$ cat config.mk
export PLATFORM = sky130hd
export DESIGN_NAME = operand_fetch
export DESIGN_NICKNAME = d
export VERILOG_FILES = /design/src/rtl/cpu_types_pkg.sv /design/src/rtl/hazard_unit.sv /design/src/rtl/operand_fetch.sv
export SDC_FILE = /design/constraint.sdc
export NUM_CORES = 1
export LEC_CHECK = 0
export CORE_AREA = 2 2 159 161
export CTS_CLUSTER_DIAMETER = 200
export DETAILED_ROUTE_END_ITERATION = 16
export DIE_AREA = 0 0 161 163
export PLACE_DENSITY = 0.7
export SLEW_MARGIN = 20
export SYNTH_ARGS = -nofsm -noshare
export SYNTH_HDL_FRONTEND = slang
export SYNTH_SLANG_ARGS = --single-unit
$ cat constraint.sdc
create_clock -name CLK -period 4.3 [get_ports CLK]
set_input_delay 0.86 -clock CLK [delete_from_list [all_inputs] [get_ports CLK]]
set_output_delay 0.86 -clock CLK [all_outputs]
set_load 0.02 [all_outputs]
$ cat src/rtl/cpu_types_pkg.sv
// cpu_types_pkg
//   Shared types for the 5-stage MIPS core: machine word, register
//   number, the opaque execute/memory control bundle and the ID/EX
//   pipeline register layout, plus the MEM-stage bypass select.
package cpu_types_pkg;

    localparam int CTRL_W = 16;

    typedef logic [31:0]       word_t;
    typedef logic [4:0]        regbits_t;
    typedef logic [CTRL_W-1:0] ctrl_t;

    // Everything execute sees from decode, latched at the ID/EX boundary.
    typedef struct packed {
        logic     valid;
        logic     wen;
        logic     memread;
        regbits_t wsel;
        regbits_t rs;
        regbits_t rt;
        word_t    rdat1;
        word_t    rdat2;
        word_t    imm;
        word_t    pc;
        ctrl_t    ctrl;
    } id_ex_t;

    // Selects the MEM-stage result over register file data when MEM is
    // writing the source register. r0 is hardwired to zero, so it never
    // takes a bypassed value.
    function automatic word_t mem_bypass(
        input word_t    rdat,
        input regbits_t src,
        input logic     mem_wen,
        input regbits_t mem_wsel,
        input word_t    mem_wdat
    );
        if (mem_wen && (mem_wsel != '0) && (mem_wsel == src))
            return mem_wdat;
        return rdat;
    endfunction

endpackage

$ cat src/rtl/hazard_unit.sv
// hazard_unit
//   Load-use hazard detection. A load sitting in ID/EX whose destination
//   matches either decode source forces one bubble; both sources are
//   compared even if the instruction ignores one of them.
//   Ports: ex_* (registered ID/EX fields), id_valid/id_rs/id_rt (decode),
//          en (global advance) -> hazard, id_ready.
module hazard_unit
    import cpu_types_pkg::*;
(
    input  logic     en,
    input  logic     id_valid,
    input  regbits_t id_rs,
    input  regbits_t id_rt,
    input  logic     ex_valid,
    input  logic     ex_wen,
    input  logic     ex_memread,
    input  regbits_t ex_wsel,
    output logic     hazard,
    output logic     id_ready
);

    // hazard depends only on ID/EX state and decode fields, never on en.
    assign hazard = id_valid && ex_valid && ex_memread && ex_wen &&
                    (ex_wsel != '0) &&
                    ((ex_wsel == id_rs) || (ex_wsel == id_rt));

    assign id_ready = !hazard && en;

endmodule

$ cat src/rtl/operand_fetch.sv
// operand_fetch
//   Decode-side operand fetch and ID/EX pipeline register.
//   - rsel1/rsel2 drive the register file read selects from id_rs/id_rt.
//   - Operands bypass the MEM-stage result (mem_wen/mem_wsel/mem_wdat);
//     writeback needs no bypass since the register file writes on the
//     falling edge and reads combinationally.
//   - Load-use hazards (hazard_unit) drop id_ready and insert a bubble,
//     counted in the saturating stall_count.
//   - en low freezes ID/EX and stall_count; flush squashes into a bubble.
//   Ports: CLK, nRST (async, active-low), decode id_*, register file
//          rsel/rdat, MEM-stage mem_*, ID/EX outputs ex_*, stall_count.
module operand_fetch
    import cpu_types_pkg::*;
(
    input  logic              CLK,
    input  logic              nRST,
    input  logic              en,
    input  logic              flush,
    input  logic              id_valid,
    input  regbits_t          id_rs,
    input  regbits_t          id_rt,
    input  regbits_t          id_wsel,
    input  logic              id_wen,
    input  logic              id_memread,
    input  word_t             id_imm,
    input  word_t             id_pc,
    input  logic [CTRL_W-1:0] id_ctrl,
    output logic              id_ready,
    output regbits_t          rsel1,
    output regbits_t          rsel2,
    input  word_t             rdat1,
    input  word_t             rdat2,
    input  logic              mem_wen,
    input  regbits_t          mem_wsel,
    input  word_t             mem_wdat,
    output logic              ex_valid,
    output logic              ex_wen,
    output logic              ex_memread,
    output regbits_t          ex_wsel,
    output regbits_t          ex_rs,
    output regbits_t          ex_rt,
    output word_t             ex_rdat1,
    output word_t             ex_rdat2,
    output word_t             ex_imm,
    output word_t             ex_pc,
    output logic [CTRL_W-1:0] ex_ctrl,
    output word_t             stall_count
);

    id_ex_t idex_q;
    id_ex_t idex_load;
    id_ex_t idex_bubble;
    logic   hazard;

    assign rsel1 = id_rs;
    assign rsel2 = id_rt;

    hazard_unit u_hazard (
        .en         (en),
        .id_valid   (id_valid),
        .id_rs      (id_rs),
        .id_rt      (id_rt),
        .ex_valid   (idex_q.valid),
        .ex_wen     (idex_q.wen),
        .ex_memread (idex_q.memread),
        .ex_wsel    (idex_q.wsel),
        .hazard     (hazard),
        .id_ready   (id_ready)
    );

    // Normal load from decode, and the same value with its side-effecting
    // fields cleared for a bubble (remaining fields are don't-care).
    // NOTE: every always_comb output gets a full default first so no
    // path through the block can leave a latch behind.
    always_comb begin
        idex_load         = '0;
        idex_load.valid   = id_valid;
        idex_load.wen     = id_wen;
        idex_load.memread = id_memread;
        idex_load.wsel    = id_wsel;
        idex_load.rs      = id_rs;
        idex_load.rt      = id_rt;
        idex_load.rdat1   = mem_bypass(rdat1, id_rs, mem_wen, mem_wsel, mem_wdat);
        idex_load.rdat2   = mem_bypass(rdat2, id_rt, mem_wen, mem_wsel, mem_wdat);
        idex_load.imm     = id_imm;
        idex_load.pc      = id_pc;
        idex_load.ctrl    = id_ctrl;

        idex_bubble         = idex_load;
        idex_bubble.valid   = 1'b0;
        idex_bubble.wen     = 1'b0;
        idex_bubble.memread = 1'b0;
        idex_bubble.wsel    = '0;
        idex_bubble.ctrl    = '0;
    end

    // NOTE: state registers use non-blocking assignments so every flop
    // samples pre-edge values; nRST clears them asynchronously.
    always_ff @(posedge CLK or negedge nRST) begin
        if (!nRST) begin
            idex_q      <= '0;
            stall_count <= '0;
        end else if (en) begin
            if (flush) begin
                // A squashed instruction is not stalled, so nothing is counted.
                idex_q <= idex_bubble;
            end else if (hazard) begin
                idex_q <= idex_bubble;
                if (stall_count != '1)
                    stall_count <= stall_count + 32'd1;
            end else begin
                idex_q <= idex_load;
            end
        end
    end

    assign ex_valid   = idex_q.valid;
    assign ex_wen     = idex_q.wen;
    assign ex_memread = idex_q.memread;
    assign ex_wsel    = idex_q.wsel;
    assign ex_rs      = idex_q.rs;
    assign ex_rt      = idex_q.rt;
    assign ex_rdat1   = idex_q.rdat1;
    assign ex_rdat2   = idex_q.rdat2;
    assign ex_imm     = idex_q.imm;
    assign ex_pc      = idex_q.pc;
    assign ex_ctrl    = idex_q.ctrl;

endmodule

==> results.toml <==
[die]
core-area_mm2 = 0.0247
ioPinCount = 409
die-area_mm2 = 0.0262
fp.dieH_um = 163
die_w_um = 161
initial_core_util_pct = 34.8
placementRows = 58

[run]
cap_violations = 0

[detailed_routing]
first_pass_iters = 4
wl_um = 26000
wire_per_inst_um = 18.3
drt-initial-drc-count = 323
route.detailed.drc = 0
antenna_left = 0
vias = 6763
drt-vias-per-instance = 4.76

[yosys]
ys_warn_count = 0
netlist_instances = 692
yosys.area.top_type_share_pct = 56.5
synth_cell_types = 41
synth_nets = 897
seq_area_frac_synth_pct = 56.5
ys_top_cells_by_area = "dfrtp_1 (56%), mux2_2 (9.7%), mux2i_1 (7.5%)"
yosys.area.top_type = "dfrtp_1"
syn_avg_cell_area_um2 = 12.4
ys_ff_latch = 194
synth_area_mm2 = 0.00859

[worst_setup_path]
cp-start-kind = "input port"
crit_chain = "clkdlybuf4s50_1 > xnor2_1 > nand3_1 > o22ai_2 > a21oi_1 > clkdlybuf4s50_1"
cpMaxStageDelayCell = "clkdlybuf4s50_1"
path_class = "input port to primary output"
critPathRequiredTime_ns = 3.44
cp_common_cell = "clkdlybuf4s50_1"
crit_arrival_ns = 2.82
cpPeakStageDelay_ns = 0.62
cp-end-kind = "primary output"
critical_path.max_fanout = 4

[global_routing]
first_global_vias = 7021
grt_start_max_net_pins = 103
grt_pass1_wl_um = 40300
antenna_found_initial = 0
grt_use_total_pct = 19.7
overflow = 0

[sta]
hold_violations = 0
clock_skew_ns = 0.0165
setup_viol = 0
maxSlewViolCount = 0
period_needed_ns = 3.68
final.setup.tns_ns = 0
worstMarginPinSlew_ns = 1.02
rsz0062_at_grt = "false"
setup_slack_ns = 0.616
relSlewSlack_pct = 31.8
fmax_ghz = 0.271
timing.final.crit_share_pct = 85.7

[worst_hold_path]
hp-class = "input port to async pin"

[finish]
final_cell_area_mm2 = 0.0135
finalNetCount = 1284
drive_gt1_share_pct = 13.3
fin_util_pct = 54.7
areaGrowthSynthToFinish_pct = 57.0
final_cell_count_no_fill = 1422
num_antenna_cells = 0

[cts]
cts_tree = "built"
cts-root-buf = "clkbuf_16"
insertion_delay_ns = 0.43
cts_buffers = 17
path_clk_slew_ns = 0.08
cts_htree_levels = 4
cts_sinks = 194
holdBufCountCts = 0
post_cts_buffers = 0
clk_path_buf_depth = 2
cts_resized = 0

[power_and_ir_drop]
vdd_drop_max_mv = 0.189
p_per_area_mw_per_mm2 = 344
leakagePower_nw = 5.40

[place]
dp_slack_ns = 0.656
post_dp_cell_area_mm2 = 0.0129
io_buffer_count = 408
dp_cells = 1390
hpwl_um = 19100
gp_congestion = 0.761

[status]
status = "finished, final reports clean"
-- through the flow --
| step | total power (W) | hold WS [ns] |
|---|---|---|
| 2_1_floorplan | 0.00250 | 0.564 |
| 3_3_place_gp | 0.00310 | 0.485 |
| 3_5_place_dp | 0.00311 | 0.493 |
| 4_1_cts | 0.00470 | 0.484 |
| 5_1_grt | 0.00483 | 0.513 |
| 6_report | 0.00464 | 0.451 |
-- worst paths after layout --
| kind | depth (start not counted) | slack [ns] | end | from |
|---|---|---|---|---|
| worst min register to register | 1 | 0.50 | stall_count[28] | stall_count[28] |
| max in group asynchronous | 2 | 2.87 | stall_count[3] | nRST |
| worst min-delay path | 1 | 0.45 | ex_rdat1[0] | nRST |
| worst max register to register | 6 | 1.92 | stall_count[1] | stall_count[7] |
| worst max-delay path | 6 | 0.62 | id_ready | id_rt[4] |
| min in group CLK | 1 | 0.50 | stall_count[28] | stall_count[28] |
-- layout by cell type, fill, tap and decap left out, drive strengths merged --
| cell | instances |
|---|---|
| a211oi | 1 |
| a21o | 1 |
| a21oi | 67 |
| a22o | 24 |
| a41o | 1 |
| and3 | 1 |
| buf | 9 |
| clkbuf | 19 |
| clkdlybuf4s50 | 406 |
| clkinv | 6 |
| dfrtp | 194 |
| ha | 1 |
| inv | 16 |
| mux2 | 75 |
| mux2i | 64 |
| nand2 | 15 |
| nand2b | 3 |
| nand3 | 15 |
| nand4 | 7 |
| nor2 | 75 |
| nor3 | 10 |
| nor3b | 1 |
| nor4 | 20 |
| o21ai | 1 |
| o22ai | 1 |
| or2 | 2 |
| or3 | 3 |
| or4 | 2 |
| or4b | 1 |
| xnor2 | 26 |
| xor2 | 25 |
-- power breakdown --
group / switching (W) / internal [W]
Combinational: 0.000466 / 0.000547
Sequential: 0.0000805 / 0.00197
Clock: 0.000804 / 0.000777
Total: 0.00135 / 0.00329
-- cells in the mapped netlist, drive strengths merged --
cell    instances
clkinv          1
a211oi          1
o21ai           1
and3            1
dfrtp         194
a41o            1
nor2           75
nor3           10
inv             7
a21o            1
nor3b           1
buf            22
a21oi          67
o22ai           1
nand4           7
or3             3
nand2          15
a22o           24
mux2           75
or2             2
nand2b          3
nor4           20
ha              1
xnor2          26
xor2           25
clkbuf         26
nand3          15
or4             2
or4b            1
mux2i          64
-- sequential cells by signal, indices dropped and copies added (netlist names) --
register     flops
ex_imm          32
ex_pc           32
ex_rdat1        32
ex_rdat2        32
stall_count     32
ex_ctrl         16
ex_rs            5
ex_rt            5
ex_wsel          5
ex_memread       1
ex_valid         1
ex_wen           1
-- logic make-up (layout without fill, tap and decap cells) --
group	Yosys count	in the layout	synth area share, %
DFF	194	194	56.5
and+or+nand+nor	155	155	10.6
muxes	139	139	17.3
AOI/OAI and AO/OA	96	96	6.89
buffers and inverters	56	456	3.39
xor gates and xnor gates	51	51	5.20
adders and majority gates	1	1	0.146
-- cell type report --
class,instances,area (um2)
fill,2199,11200
sequential,194,4850
timing repair buffer,416,4160
multi-input combinational,442,3460
clock buffer,18,429
tap,330,413
clock inverter,14,143
inverter,8,30.0
-- routing by layer --
layer | share of wire (%) | track usage, % | vias up | wire (um)
met1 | 41 | 24.6 | 3292 | 10800
met5 | 0 | 0 | - | 0
met3 | 7.7 | 6.19 | 20 | 2010
met2 | 50 | 33.5 | 257 | 12900
met4 | 1.2 | 4.50 | 0 | 319
li1 | - | - | 3194 | -
-- critical path: cells and delay by family --
kind / cells / cell delay [ns]
compound gates: 2 / 0.48
xor+xnor: 1 / 0.16
buf+inv: 2 / 1.20
simple gates: 1 / 0.12
No activity file was read; power rests on OpenSTA's default activity.
